**src/rtl/vending_pkg.sv**
```systemverilog
// Shared types for the coin front-end and the VendingMachine: coin codes,
// debounce-detector states and raw sensor patterns.
package vending_pkg;

  typedef enum logic [1:0] {COIN_NONE, COIN_FIVE, COIN_TEN, COIN_BAD} coin_e;
  typedef enum logic [1:0] {D_IDLE, D_QUAL, D_HOLD, D_RELQ} det_state_e;

  localparam logic [1:0] PAT_FIVE = 2'b01;
  localparam logic [1:0] PAT_TEN  = 2'b10;

  function automatic coin_e classify(input logic [1:0] pat);
    case (pat)
      PAT_FIVE: return COIN_FIVE;
      PAT_TEN:  return COIN_TEN;
      2'b11:    return COIN_BAD;
      default:  return COIN_NONE;
    endcase
  endfunction

endpackage

```
**src/rtl/coin_fifo.sv**
```systemverilog
// Small coin queue with a 1-bit payload (0 = five, 1 = ten). A push while full
// is only taken when a pop frees a slot in the same cycle.
module coin_fifo #(
  parameter int DEPTH = 4
) (
  input  logic                     clk,
  input  logic                     rst,
  input  logic                     push,
  input  logic                     pop,
  input  logic                     din,
  output logic                     dout,
  output logic [$clog2(DEPTH):0]   count,
  output logic                     full,
  output logic                     empty
);
  localparam int AW = $clog2(DEPTH);
  localparam logic [AW:0] FULL_CNT = (AW+1)'(DEPTH);

  logic          r_mem [DEPTH];
  logic [AW-1:0] r_wr_ptr;
  logic [AW-1:0] r_rd_ptr;
  logic [AW:0]   r_count;
  logic          w_push_ok;
  logic          w_pop_ok;

  assign full      = (r_count == FULL_CNT);
  assign empty     = (r_count == '0);
  assign count     = r_count;
  assign dout      = r_mem[r_rd_ptr];
  assign w_pop_ok  = pop && !empty;
  assign w_push_ok = push && (!full || w_pop_ok);

  always_ff @(posedge clk) begin
    if (rst) begin
      r_wr_ptr <= '0;
      r_rd_ptr <= '0;
      r_count  <= '0;
    end else begin
      if (w_push_ok) r_wr_ptr <= r_wr_ptr + 1'b1;
      if (w_pop_ok)  r_rd_ptr <= r_rd_ptr + 1'b1;
      case ({w_push_ok, w_pop_ok})
        2'b10:   r_count <= r_count + 1'b1;
        2'b01:   r_count <= r_count - 1'b1;
        default: r_count <= r_count;
      endcase
    end
  end

  // Payload storage carries no reset; validity is tracked by the pointers.
  always_ff @(posedge clk) begin
    if (w_push_ok) r_mem[r_wr_ptr] <= din;
  end

endmodule

```
**src/rtl/coin_acceptor.sv**
```systemverilog
// Coin-slot front end: synchronise and debounce both sensors, classify each
// insertion, queue valid coins and release them as spaced one-cycle pulses.
module coin_acceptor
  import vending_pkg::*;
#(
  parameter int DEB_CYCLES = 4,
  parameter int DEPTH      = 4,
  parameter int GAP_CYCLES = 3
) (
  input  logic                    clk,
  input  logic                    rst,
  input  logic                    sense_five_raw,
  input  logic                    sense_ten_raw,
  input  logic                    accept_en,
  output logic                    five_rup,
  output logic                    ten_rup,
  output logic                    coin_reject,
  output logic [$clog2(DEPTH):0]  fifo_count,
  output logic                    fifo_full
);
  localparam int CW = $clog2(DEB_CYCLES + 1);
  localparam int GW = $clog2(GAP_CYCLES + 2);
  localparam logic [CW-1:0] DEB_LAST = CW'(DEB_CYCLES - 1);
  localparam logic [GW-1:0] GAP_LOAD = GW'(GAP_CYCLES);

  logic [1:0]    r_sync_p0, r_sync_p1;
  logic [1:0]    w_s;
  det_state_e    r_state, w_state_nxt;
  logic [1:0]    r_pat, w_pat_nxt;
  logic [CW-1:0] r_cnt, w_cnt_nxt;
  coin_e         w_evt, r_evt;
  logic          w_push, w_pop, w_din, w_dout, w_full, w_empty;
  logic          r_five, r_ten, r_reject;
  logic [GW-1:0] r_gap;

  // Stage p0/p1: two-flop synchroniser, s = {ten, five}
  always_ff @(posedge clk) begin
    if (rst) begin
      r_sync_p0 <= '0;
      r_sync_p1 <= '0;
    end else begin
      r_sync_p0 <= {sense_ten_raw, sense_five_raw};
      r_sync_p1 <= r_sync_p0;
    end
  end
  assign w_s = r_sync_p1;

  // Stage detect: debounce FSM state register
  always_ff @(posedge clk) begin
    if (rst) begin
      r_state <= D_IDLE;
      r_pat   <= '0;
      r_cnt   <= '0;
    end else begin
      r_state <= w_state_nxt;
      r_pat   <= w_pat_nxt;
      r_cnt   <= w_cnt_nxt;
    end
  end

  always_comb begin
    w_state_nxt = r_state;
    w_pat_nxt   = r_pat;
    w_cnt_nxt   = r_cnt;
    case (r_state)
      D_IDLE: if (w_s != 2'b00) begin
        w_state_nxt = D_QUAL;
        w_pat_nxt   = w_s;
        w_cnt_nxt   = CW'(1);
      end
      D_QUAL: if (w_s == r_pat) begin
        w_cnt_nxt = r_cnt + 1'b1;
        if (r_cnt == DEB_LAST) w_state_nxt = D_HOLD;
      end else begin
        w_state_nxt = D_IDLE;
      end
      D_HOLD: if (w_s == 2'b00) begin
        w_state_nxt = D_RELQ;
        w_cnt_nxt   = CW'(1);
      end
      D_RELQ: if (w_s == 2'b00) begin
        w_cnt_nxt = r_cnt + 1'b1;
        if (r_cnt == DEB_LAST) w_state_nxt = D_IDLE;
      end else begin
        w_state_nxt = D_HOLD;
      end
      default: w_state_nxt = D_IDLE;
    endcase
  end

  always_comb begin
    w_evt = COIN_NONE;
    if (r_state == D_QUAL && w_s == r_pat && r_cnt == DEB_LAST) w_evt = classify(r_pat);
  end

  // Stage queue: registered event feeds the FIFO one cycle later
  always_ff @(posedge clk) begin
    if (rst) r_evt <= COIN_NONE;
    else     r_evt <= w_evt;
  end

  assign w_push = (r_evt == COIN_FIVE) || (r_evt == COIN_TEN);
  assign w_din  = (r_evt == COIN_TEN);
  assign w_pop  = !w_empty && accept_en && (r_gap == '0);

  coin_fifo #(.DEPTH(DEPTH)) u_fifo (
    .clk   (clk),
    .rst   (rst),
    .push  (w_push),
    .pop   (w_pop),
    .din   (w_din),
    .dout  (w_dout),
    .count (fifo_count),
    .full  (w_full),
    .empty (w_empty)
  );

  // Stage out: pulse registers and inter-pulse gap counter
  always_ff @(posedge clk) begin
    if (rst) begin
      r_five   <= 1'b0;
      r_ten    <= 1'b0;
      r_reject <= 1'b0;
      r_gap    <= '0;
    end else begin
      r_five   <= w_pop && !w_dout;
      r_ten    <= w_pop && w_dout;
      r_reject <= (r_evt == COIN_BAD) || (w_push && w_full && !w_pop);
      if (w_pop)             r_gap <= GAP_LOAD;
      else if (r_gap != '0)  r_gap <= r_gap - 1'b1;
    end
  end

  // Masked by rst so a pulse never overlaps a reset cycle.
  assign five_rup    = r_five && !rst;
  assign ten_rup     = r_ten && !rst;
  assign coin_reject = r_reject && !rst;
  assign fifo_full   = w_full;

endmodule

```
**config.mk**
```make
export PLATFORM = sky130hd
export DESIGN_NAME = coin_acceptor
export DESIGN_NICKNAME = d
export VERILOG_FILES = /design/src/rtl/vending_pkg.sv /design/src/rtl/coin_fifo.sv /design/src/rtl/coin_acceptor.sv
export SDC_FILE = /design/constraint.sdc
export NUM_CORES = 1
export LEC_CHECK = 0
export ABC_AREA = 1
export CORE_ASPECT_RATIO = 0.7
export CORE_MARGIN = 8
export CORE_UTILIZATION = 55
export CTS_BUF_LIST = sky130_fd_sc_hd__clkbuf_4 sky130_fd_sc_hd__clkbuf_8
export CTS_CLUSTER_DIAMETER = 30
export DETAILED_ROUTE_END_ITERATION = 7
export PLACE_DENSITY_LB_ADDON = 0.08
export SLEW_MARGIN = 15
export SYNTH_ARGS = -nofsm -noshare
export SYNTH_HDL_FRONTEND = slang
export SYNTH_SLANG_ARGS = --single-unit
```
**constraint.sdc**
```tcl
create_clock -name clk -period 5.4 [get_ports clk]
set_input_delay 0.81 -clock clk [delete_from_list [all_inputs] [get_ports clk]]
set_output_delay 0.81 -clock clk [all_outputs]
set_load 0.05 [all_outputs]
```
==> results of run 1 <==
-- through the flow --
step	utilization	cell area [um^2]
finish	0.692	1740
global route	0.692	1740
CTS	0.692	1740
detailed placement	0.653	1640
global placement	0.653	1640
floorplan	-	1490
-- cell usage in the layout (no fill, tap or decap), types with 3 or more instances in the layout --
cell type / instances
clkdlybuf4s50_1: 11
inv_2: 3
inv_1: 40
ha_1: 11
edfxtp_1: 4
nand2_1: 26
o21ai_0: 9
a21oi_1: 13
nor2_1: 29
nand3_2: 3
clkbuf_8: 6
dfxtp_1: 28
-- path summary, 6_finish.rpt --
kind	cells after the start	slack [ps]	from	to
setup / recovery	4	2230	rst	five_rup
setup reg to reg	14	3050	r_gap[0]	u_fifo.count[2]
hold / removal	2	410	r_sync_p0[1]	r_sync_p1[1]
hold reg to reg	2	410	r_sync_p0[1]	r_sync_p1[1]
-- state kept, by name (all words and copies together), names as in the netlist, 2 cells and up, named ones only --
register / count
r_cnt: 3
r_evt: 2
r_gap: 3
r_pat: 2
r_state: 2
r_sync_p0: 2
r_sync_p1: 2
u_fifo.count: 3
u_fifo.r_mem: 4
u_fifo.r_rd_ptr: 2
u_fifo.r_wr_ptr: 2
-- routing by layer --
| layer | GRT usage | share of wire | vias to the layer above |
|---|---|---|---|
| met5 | 0 | 0 | - |
| met4 | 0.0892 | 0.024 | 0 |
| met3 | 0.0500 | 0.061 | 9 |
| met2 | 0.196 | 0.41 | 29 |
| met1 | 0.153 | 0.51 | 516 |
| li1 | - | - | 616 |
-- worst max-delay path, delay by kind of cell --
kind	cells	cell delay (ps)
buffers and inverters	3	1410
and+or+nand+nor	1	130
-- where the power goes --
part | internal [mW] | total [mW] | switching, mW
clock network | 0.114 | 0.195 | 0.0810
registers | 0.255 | 0.266 | 0.0104
logic | 0.0318 | 0.0805 | 0.0487
total | 0.401 | 0.541 | 0.140
-- area by class of cell --
cell class                 instances  area [um^2]  area share
multi-input combinational        112          641       0.368
tap                               34         42.5      0.0244
inverter                          43          161      0.0927
sequential                        32          681       0.391
clock buffer                       8         97.6      0.0561
timing repair buffer              12          118      0.0676
-- cells by family (layout without fill, tap and decap cells) --
family | Yosys count | in the layout | share of synthesized area
AND/OR/NAND/NOR | 69 | 69 | 0.204
buffers and inverters | 45 | 63 | 0.114
flip-flops | 32 | 32 | 0.456
AO/OA/AOI/OAI | 29 | 29 | 0.108
adder cells (fa/ha/maj) | 12 | 12 | 0.106
XOR/XNOR | 2 | 2 | 0.0117
==> out/results.ini, run 1 <==
[worst_setup_path]
crit_top_cell = clkdlybuf4s50_1
critPathLaunchType = input port
crit_path_end_kind = output port
cpPeakStageDelay_ps = 810
required_ps = 4590
path_max_fanout = 20
worstPathCellList = clkdlybuf4s50_1 > buf_4 > nor2_1 > clkdlybuf4s50_1
cp_slowest_cell = clkdlybuf4s50_1
cp_data_arrival_time_ps = 2360
worstSetupPathType = input port to output port

[timing]
maxSlewViolCount = 0
clock.fmax_mhz = 315
worst_pin_slew_ps = 506
grt_setup_unrepaired = false
finalHoldViolCount = 0
slew_headroom = 0.661
finalSetupViolCount = 0
final.period_utilization = 0.588
skew_ps = 8.30
layout_setup_ws_ps = 2230
whs_ps = 408
period_needed_ps = 3170
setup_tns_ps = 0

[synth]
synth_edf_count = 4
yosysMostFrequentCell = inv_1
synth.cells.most_frequent = inv_1, nor2_1, dfxtp_1
synth_area_leader_cell = dfxtp_1
netlist_area_um2 = 1490
synth_cell_types = 26
syn_avg_cell_area_um2 = 7.89
syn-num-nets = 206
ys_seq_area_frac = 0.456
synth_cells = 189
synth_seq_cells = 32
synth_top_flop_cell = dfxtp_1
yosys_warnings = 0
synthTopCellsByArea = dfxtp_1, inv_1, ha_1, edfxtp_1, nor2_1
yosysTopAreaCellShare = 0.376
synthArstFlopShare = 0

[place]
place_inst = 233
gp_congestion = 0.820
pre_cts_slack_ps = 2220
port_buffers = 11
hpwl_um = 1980

[routing]
vias_per_cell = 4.85
wl_per_cell_um = 11.4
drt_wl_total_um = 2760
vias = 1170
drt-pass1-iter-count = 4
antenna_left = 0
drc = 0
drt_iter0_drc = 68

[cells_and_area]
diodes = 0
nets = 223
final_cells = 241
nFillCells = 196
area_growth_pct = 16.7
drive_gt1_frac = 0.106

[cts]
ctsHoldBuffers = 0
numCtsBuffers = 5
cts_resized = 0
clk_pin_slew_ps = 60
clock_sinks = 32
cts_tree = yes
clock_path_buffers = 2
clk_latency_ps = 280
htreeDepth = 2
clockRootBuffer = clkbuf_8
postCtsSetupBuffers = 0

[die]
fp.dieArea_um2 = 4660
start_util = 0.593
die_w_um = 78.2
die_y_um = 59.6
io_pins = 12
core_um2 = 2510
rows = 15

[grt]
grt_max_degree = 21
grt_usage = 0.131
grt-ovfl-total = 0
antenna_found_initial = 0
grt_pass1_vias = 1150
grt_pass1_wl_um = 4770

[run]
drv_cap = 0

[power_and_ir_drop]
vdd_drop_max_mv = 0.228
p_leak_nw = 0.749
power.density_nw_per_um2 = 311
power.total_mw = 0.541

[worst_hold_path]
hold_path_class = register to register

[outcome]
outcome = finished, final reports clean

Note: power is estimated with default switching activity, not from simulation.
==> run 2, diff against run 1 <==
--- a/config.mk
+++ b/config.mk
@@ -8,7 +8,7 @@
 export ABC_AREA = 1
 export CORE_ASPECT_RATIO = 0.7
 export CORE_MARGIN = 8
-export CORE_UTILIZATION = 55
+export CORE_UTILIZATION = 53
 export CTS_BUF_LIST = sky130_fd_sc_hd__clkbuf_4 sky130_fd_sc_hd__clkbuf_8
 export CTS_CLUSTER_DIAMETER = 30
 export DETAILED_ROUTE_END_ITERATION = 7
==> constraint.sdc (replaced) <==
create_clock -name clk -period 2.6 [get_ports clk]
set_input_delay 0.39 -clock clk [delete_from_list [all_inputs] [get_ports clk]]
set_output_delay 0.39 -clock clk [all_outputs]
set_load 0.05 [all_outputs]
==> out/results.ini, run 2 (synthesis results as in run 1) <==
[routing]
drc = 0  ; unchanged
wl_per_cell_um = 11.2  ; -1.9%
antenna_left = 0  ; unchanged
drt_iter0_drc = 63  ; -7.4%
vias_per_cell = 4.78  ; -1.6%
vias = 1161  ; -0.77%
drt_wl_total_um = 2730  ; -1.1%
drt-pass1-iter-count = 4  ; unchanged

[worst_hold_path]
hold_path_class = register to register

[cells_and_area]
multi_input_area_um2 = 647  ; +0.98%
drive_gt1_frac = 0.126  ; +0.0193
nets = 223  ; unchanged
diodes = 0  ; unchanged
nFillCells = 242  ; +23%
final_common_cell = inv_1
layout_common_cells = inv_1, nor2_1, dfxtp_1
postLayoutCellArea_um2 = 1770  ; +1.8%
largest-register = u_fifo.r_mem
area_growth_pct = 18.8
regArea_um2 = 682  ; +0.18%
largest_register_ffs = 4  ; unchanged

[power_and_ir_drop]
power.density_nw_per_um2 = 616  ; +98%
seqPwrFrac = 0.506  ; +0.015
swShare = 0.264  ; +0.00499
p_leak_nw = 0.754  ; +0.76%
pwr-share-comb = 0.146  ; -0.003
vdd_drop_max_mv = 0.359  ; +58%
internal-power_mw = 0.803  ; +100%
pwr-share-clk = 0.348  ; -0.012
net-switching-power_mw = 0.288  ; +110%

[cts]
postCtsSetupBuffers = 0  ; unchanged
cts_resized = 0  ; unchanged
clk_pin_slew_ps = 60  ; about the same
clock_sinks = 32  ; unchanged
ctsHoldBuffers = 0  ; unchanged
clk_latency_ps = 280  ; about the same
clockRootBuffer = clkbuf_8
htreeDepth = 2  ; unchanged
numCtsBuffers = 5  ; unchanged
clock_path_buffers = 2  ; unchanged
cts_tree = yes

[die]
fp.dieArea_um2 = 4790  ; +2.9%
die_y_um = 60.4  ; +1.4%
start_util = 0.544  ; -0.0492
die_w_um = 79.4  ; +1.5%
io_pins = 12  ; unchanged
core_um2 = 2740  ; +9.1%
rows = 16  ; +1

[worst_setup_path]
cp_data_arrival_time_ps = 2530  ; +170 ps
crit_buf_inv = 3  ; unchanged
crit_path_end_kind = register
path_max_fanout = 8  ; -60%
critPathLaunchType = register
cp_slowest_cell = fa_1
cp_top_family = adder cells
crit_top_cell = inv_1
worstPathCellList = inv_1 > ha_1 > inv_1 > nor2_2 > nand3_2 > nand2_1 > nand2_2 > ha_1 > inv_1 > fa_1 > a21oi_1 > o21ai_0 > o21ai_0 > a21oi_1
cpPeakStageDelay_ps = 390  ; -420 ps
required_ps = 2760  ; -1830 ps
worstSetupPathType = register to register

[timing]
finalHoldViolCount = 0  ; unchanged
worst_pin_slew_ps = 502  ; -4.50 ps
period_needed_ps = 2380
grt_setup_unrepaired = false
clock.fmax_mhz = 421
finalSetupViolCount = 0  ; unchanged
slew_headroom = 0.665  ; +0.00301
final.period_utilization = 0.914
skew_ps = 8.29  ; -0.00522 ps
whs_ps = 404  ; -3.76 ps
setup_tns_ps = 0  ; unchanged
maxSlewViolCount = 0  ; unchanged
layout_setup_ws_ps = 224  ; -2000 ps

[outcome]
outcome = finished, final reports clean

[grt]
grt_max_degree = 14  ; -33%
grt-ovfl-total = 0  ; unchanged
grt_pass1_vias = 1080  ; -6.1%
grt_pass1_wl_um = 4610  ; -3.5%
grt_usage = 0.126  ; -0.00549
antenna_found_initial = 0  ; unchanged

[place]
gp_congestion = 0.790  ; -3.6%
port_buffers = 11  ; unchanged
hpwl_um = 2120  ; +7.2%
pre_cts_slack_ps = 111  ; -2110 ps
placed_cell_area_um2 = 1680  ; +2.4%

[run]
drv_cap = 0  ; unchanged

-- run 2: cell type report --
class,count,share of cell area
flip-flops and latches,32,0.385
multi-input cells,112,0.365
inverters,43,0.0911
repair buffers,12,0.0833
clock buffers,7,0.0473
well taps,36,0.0254
clock inverters,1,0.00282
-- run 2: power by group through the flow --
stage | logic, mW | registers, mW | clock network (mW)
after floorplan | 0.127 | 0.557 | 0
after global placement | 0.151 | 0.560 | 0
after detailed placement | 0.162 | 0.561 | 0
after CTS | 0.162 | 0.551 | 0.390
after global routing | 0.188 | 0.554 | 0.409
final | 0.159 | 0.552 | 0.380
-- run 2: per-stage QoR --
step                 util  total power [mW]  cells
finish              0.646              1.09    243
detailed placement  0.614             0.724    235
global placement    0.614             0.712    235
global route        0.646              1.15    243
CTS                 0.646              1.10    243
floorplan               -             0.684    189
-- run 2: path summary, 6_finish.rpt --
path	slack, ps	from	depth (start not counted)	to
max reg2reg	220	r_gap[0]	14	u_fifo.count[2]
min reg2reg	400	r_sync_p0[1]	2	r_sync_p1[1]
min	400	r_sync_p0[1]	2	r_sync_p1[1]
max	220	r_gap[0]	14	u_fifo.count[2]
-- run 2: worst min-delay path: stages, from the launching register on --
cell and delay (ps):
dfxtp_1 290, inv_1 40, nor2_1 30
-- run 2: routing by layer --
metal	up-vias	part of all wire	GRT usage
li1	616	-	-
met4	0	0.022	0.0761
met2	17	0.42	0.188
met5	-	0	0
met3	8	0.040	0.0488
met1	520	0.52	0.151
==> run 3, diff against run 2 <==
--- a/config.mk
+++ b/config.mk
@@ -6,7 +6,6 @@
 export NUM_CORES = 1
 export LEC_CHECK = 0
 export ABC_AREA = 1
-export CORE_ASPECT_RATIO = 0.7
 export CORE_MARGIN = 8
 export CORE_UTILIZATION = 53
 export CTS_BUF_LIST = sky130_fd_sc_hd__clkbuf_4 sky130_fd_sc_hd__clkbuf_8
==> out/results.ini, run 3 (synthesis results as in run 1) <==
[outcome]
outcome = finished, final reports clean

[routing]
drt_wl_total_um = 2540  ; -6.9%
drc = 0  ; unchanged
antenna_left = 0  ; unchanged
wl_per_cell_um = 10.7  ; -5.0%
drt-pass1-iter-count = 4  ; unchanged
vias_per_cell = 4.73  ; -1.1%
vias = 1125  ; -3.1%
drt_iter0_drc = 43  ; -32%

[die]
io_pins = 12  ; unchanged
start_util = 0.550  ; +0.00653
die_y_um = 69.0  ; +14%
fp.dieArea_um2 = 4770  ; -0.57%
core_um2 = 2710  ; -1.2%
rows = 19  ; +3
die_w_um = 69.0  ; -13%

[place]
hpwl_um = 1950  ; -8.1%
port_buffers = 11  ; unchanged
gp_congestion = 0.775  ; -1.9%
place_inst = 230  ; -2.1%

[cells_and_area]
nets = 223  ; unchanged
diodes = 0  ; unchanged
largest_register_ffs = 4  ; unchanged
final_common_cell = inv_1
area_growth_pct = 17.8
final_cells = 238  ; -2.1%
nFillCells = 238  ; -1.7%
drive_gt1_frac = 0.126  ; unchanged
layout_common_cells = inv_1, nor2_1, dfxtp_1
largest-register = u_fifo.r_mem

[timing]
finalSetupViolCount = 0  ; unchanged
maxSlewViolCount = 0  ; unchanged
worst_pin_slew_ps = 503  ; +0.896 ps
clock.fmax_mhz = 440  ; +4.6%
skew_ps = 13.1  ; +4.81 ps
final.period_utilization = 0.874  ; -0.0399
period_needed_ps = 2270  ; -104 ps
slew_headroom = 0.664  ; about the same
grt_setup_unrepaired = false
setup_tns_ps = 0  ; unchanged
finalHoldViolCount = 0  ; unchanged

[grt]
grt_max_degree = 12  ; -2
grt_pass1_wl_um = 4390  ; -4.8%
grt-ovfl-total = 0  ; unchanged
antenna_found_initial = 0  ; unchanged
grt_pass1_vias = 1088  ; +0.74%
grt_usage = 0.111  ; -0.0147

[cts]
clockRootBuffer = clkbuf_4
cts_tree = yes
clk_pin_slew_ps = 100  ; +40 ps
htreeDepth = 2  ; unchanged
cts_resized = 0  ; unchanged
clk_latency_ps = 330  ; +50 ps
clock_path_buffers = 2  ; unchanged
clock_sinks = 32  ; unchanged
postCtsSetupBuffers = 0  ; unchanged
numCtsBuffers = 5  ; unchanged
ctsHoldBuffers = 0  ; unchanged

[power_and_ir_drop]
power.total_mw = 1.08  ; -1.2%
seqPwrFrac = 0.510  ; +0.004
swShare = 0.253  ; -0.0109
power.density_nw_per_um2 = 613  ; -0.39%
pwr-share-comb = 0.143  ; -0.003
net-switching-power_mw = 0.273  ; -5.3%
p_leak_nw = 0.751  ; -0.45%
pwr-share-clk = 0.347  ; about the same
internal-power_mw = 0.805  ; +0.24%
vdd_drop_max_mv = 0.479  ; +33%

[run]
drv_cap = 0  ; unchanged

[worst_setup_path]
reg2reg_depth = 14  ; unchanged
required_ps = 2810  ; +50 ps
critPathLaunchType = register
cp_data_arrival_time_ps = 2480  ; -50 ps
crit_path_end_kind = register
path_max_fanout = 8  ; unchanged
worstSetupPathType = register to register
r2r-end = u_fifo.count[2]
rr_startpoint = r_gap[0]
reg2reg_slack_ps = 330  ; +100 ps

[worst_hold_path]
holdPathStages = 2  ; unchanged
min_from = r_sync_p0[1]
whs_endpoint = r_sync_p1[1]
hold_path_class = register to register

==> run 3: cell types whose count changed in the layout (fill, tap and decap cells not counted), sizes merged <==
cell / before / now
clkbuf: 7 / 6
bufinv: 0 / 1
==> run 3: per-stage QoR <==
stage	hold slack, ps	util	worst slack, ps	instance area [um^2]
floorplan	388	-	81.0	1500
global placement	390	0.619	273	1680
detailed placement	394	0.619	207	1680
CTS	409	0.648	324	1760
global route	428	0.648	84.6	1760
finish	408	0.648	328	1760
==> run 3: worst max-delay path by stage <==
stage          cells past startpoint               to             from
6_report                          14  u_fifo.count[2]         r_gap[0]
5_1_grt                           14  u_fifo.count[2]         r_gap[0]
4_1_cts                           14  u_fifo.count[2]         r_gap[0]
3_5_place_dp                      11  u_fifo.count[2]        accept_en
3_3_place_gp                      11  u_fifo.count[2]        accept_en
2_1_floorplan                     11  u_fifo.count[2]  u_fifo.count[2]
==> run 3: critical path, cell delays in order, from the launching register on <==
cell,delay (ps)
dfxtp_1,350
inv_1,70
ha_1,190
inv_1,60
nor2_2,50
nand3_2,130
nand2_1,80
nand2_2,140
ha_1,170
inv_1,60
fa_1,370
a21oi_1,140
o21ai_0,110
o21ai_0,170
a21oi_1,70
==> run 3: metal layers <==
metal	track usage	share of wire	up-vias
li1	-	-	617
met1	0.117	0.47	474
met2	0.179	0.45	30
met3	0.0415	0.061	4
met4	0.0752	0.020	0
met5	0	0	-
==> run 3: area by class of cell <==
class                   count  area [um^2]  share of cell area
clock buffers               6         45.0              0.0256
clock inverters             2         35.0              0.0199
inverters                  43          161              0.0919
multi-input cells         112          647               0.368
flip-flops and latches     32          682               0.388
well taps                  31         38.8              0.0221
repair buffers             12          148              0.0840
==> run 3: power groups by stage <==
stage          logic [mW]  registers (mW)  clock network [mW]
2_1_floorplan       0.127           0.557                   0
3_3_place_gp        0.149           0.560                   0
3_5_place_dp        0.155           0.560                   0
4_1_cts             0.156           0.550               0.387
5_1_grt             0.182           0.555               0.408
6_report            0.154           0.550               0.374
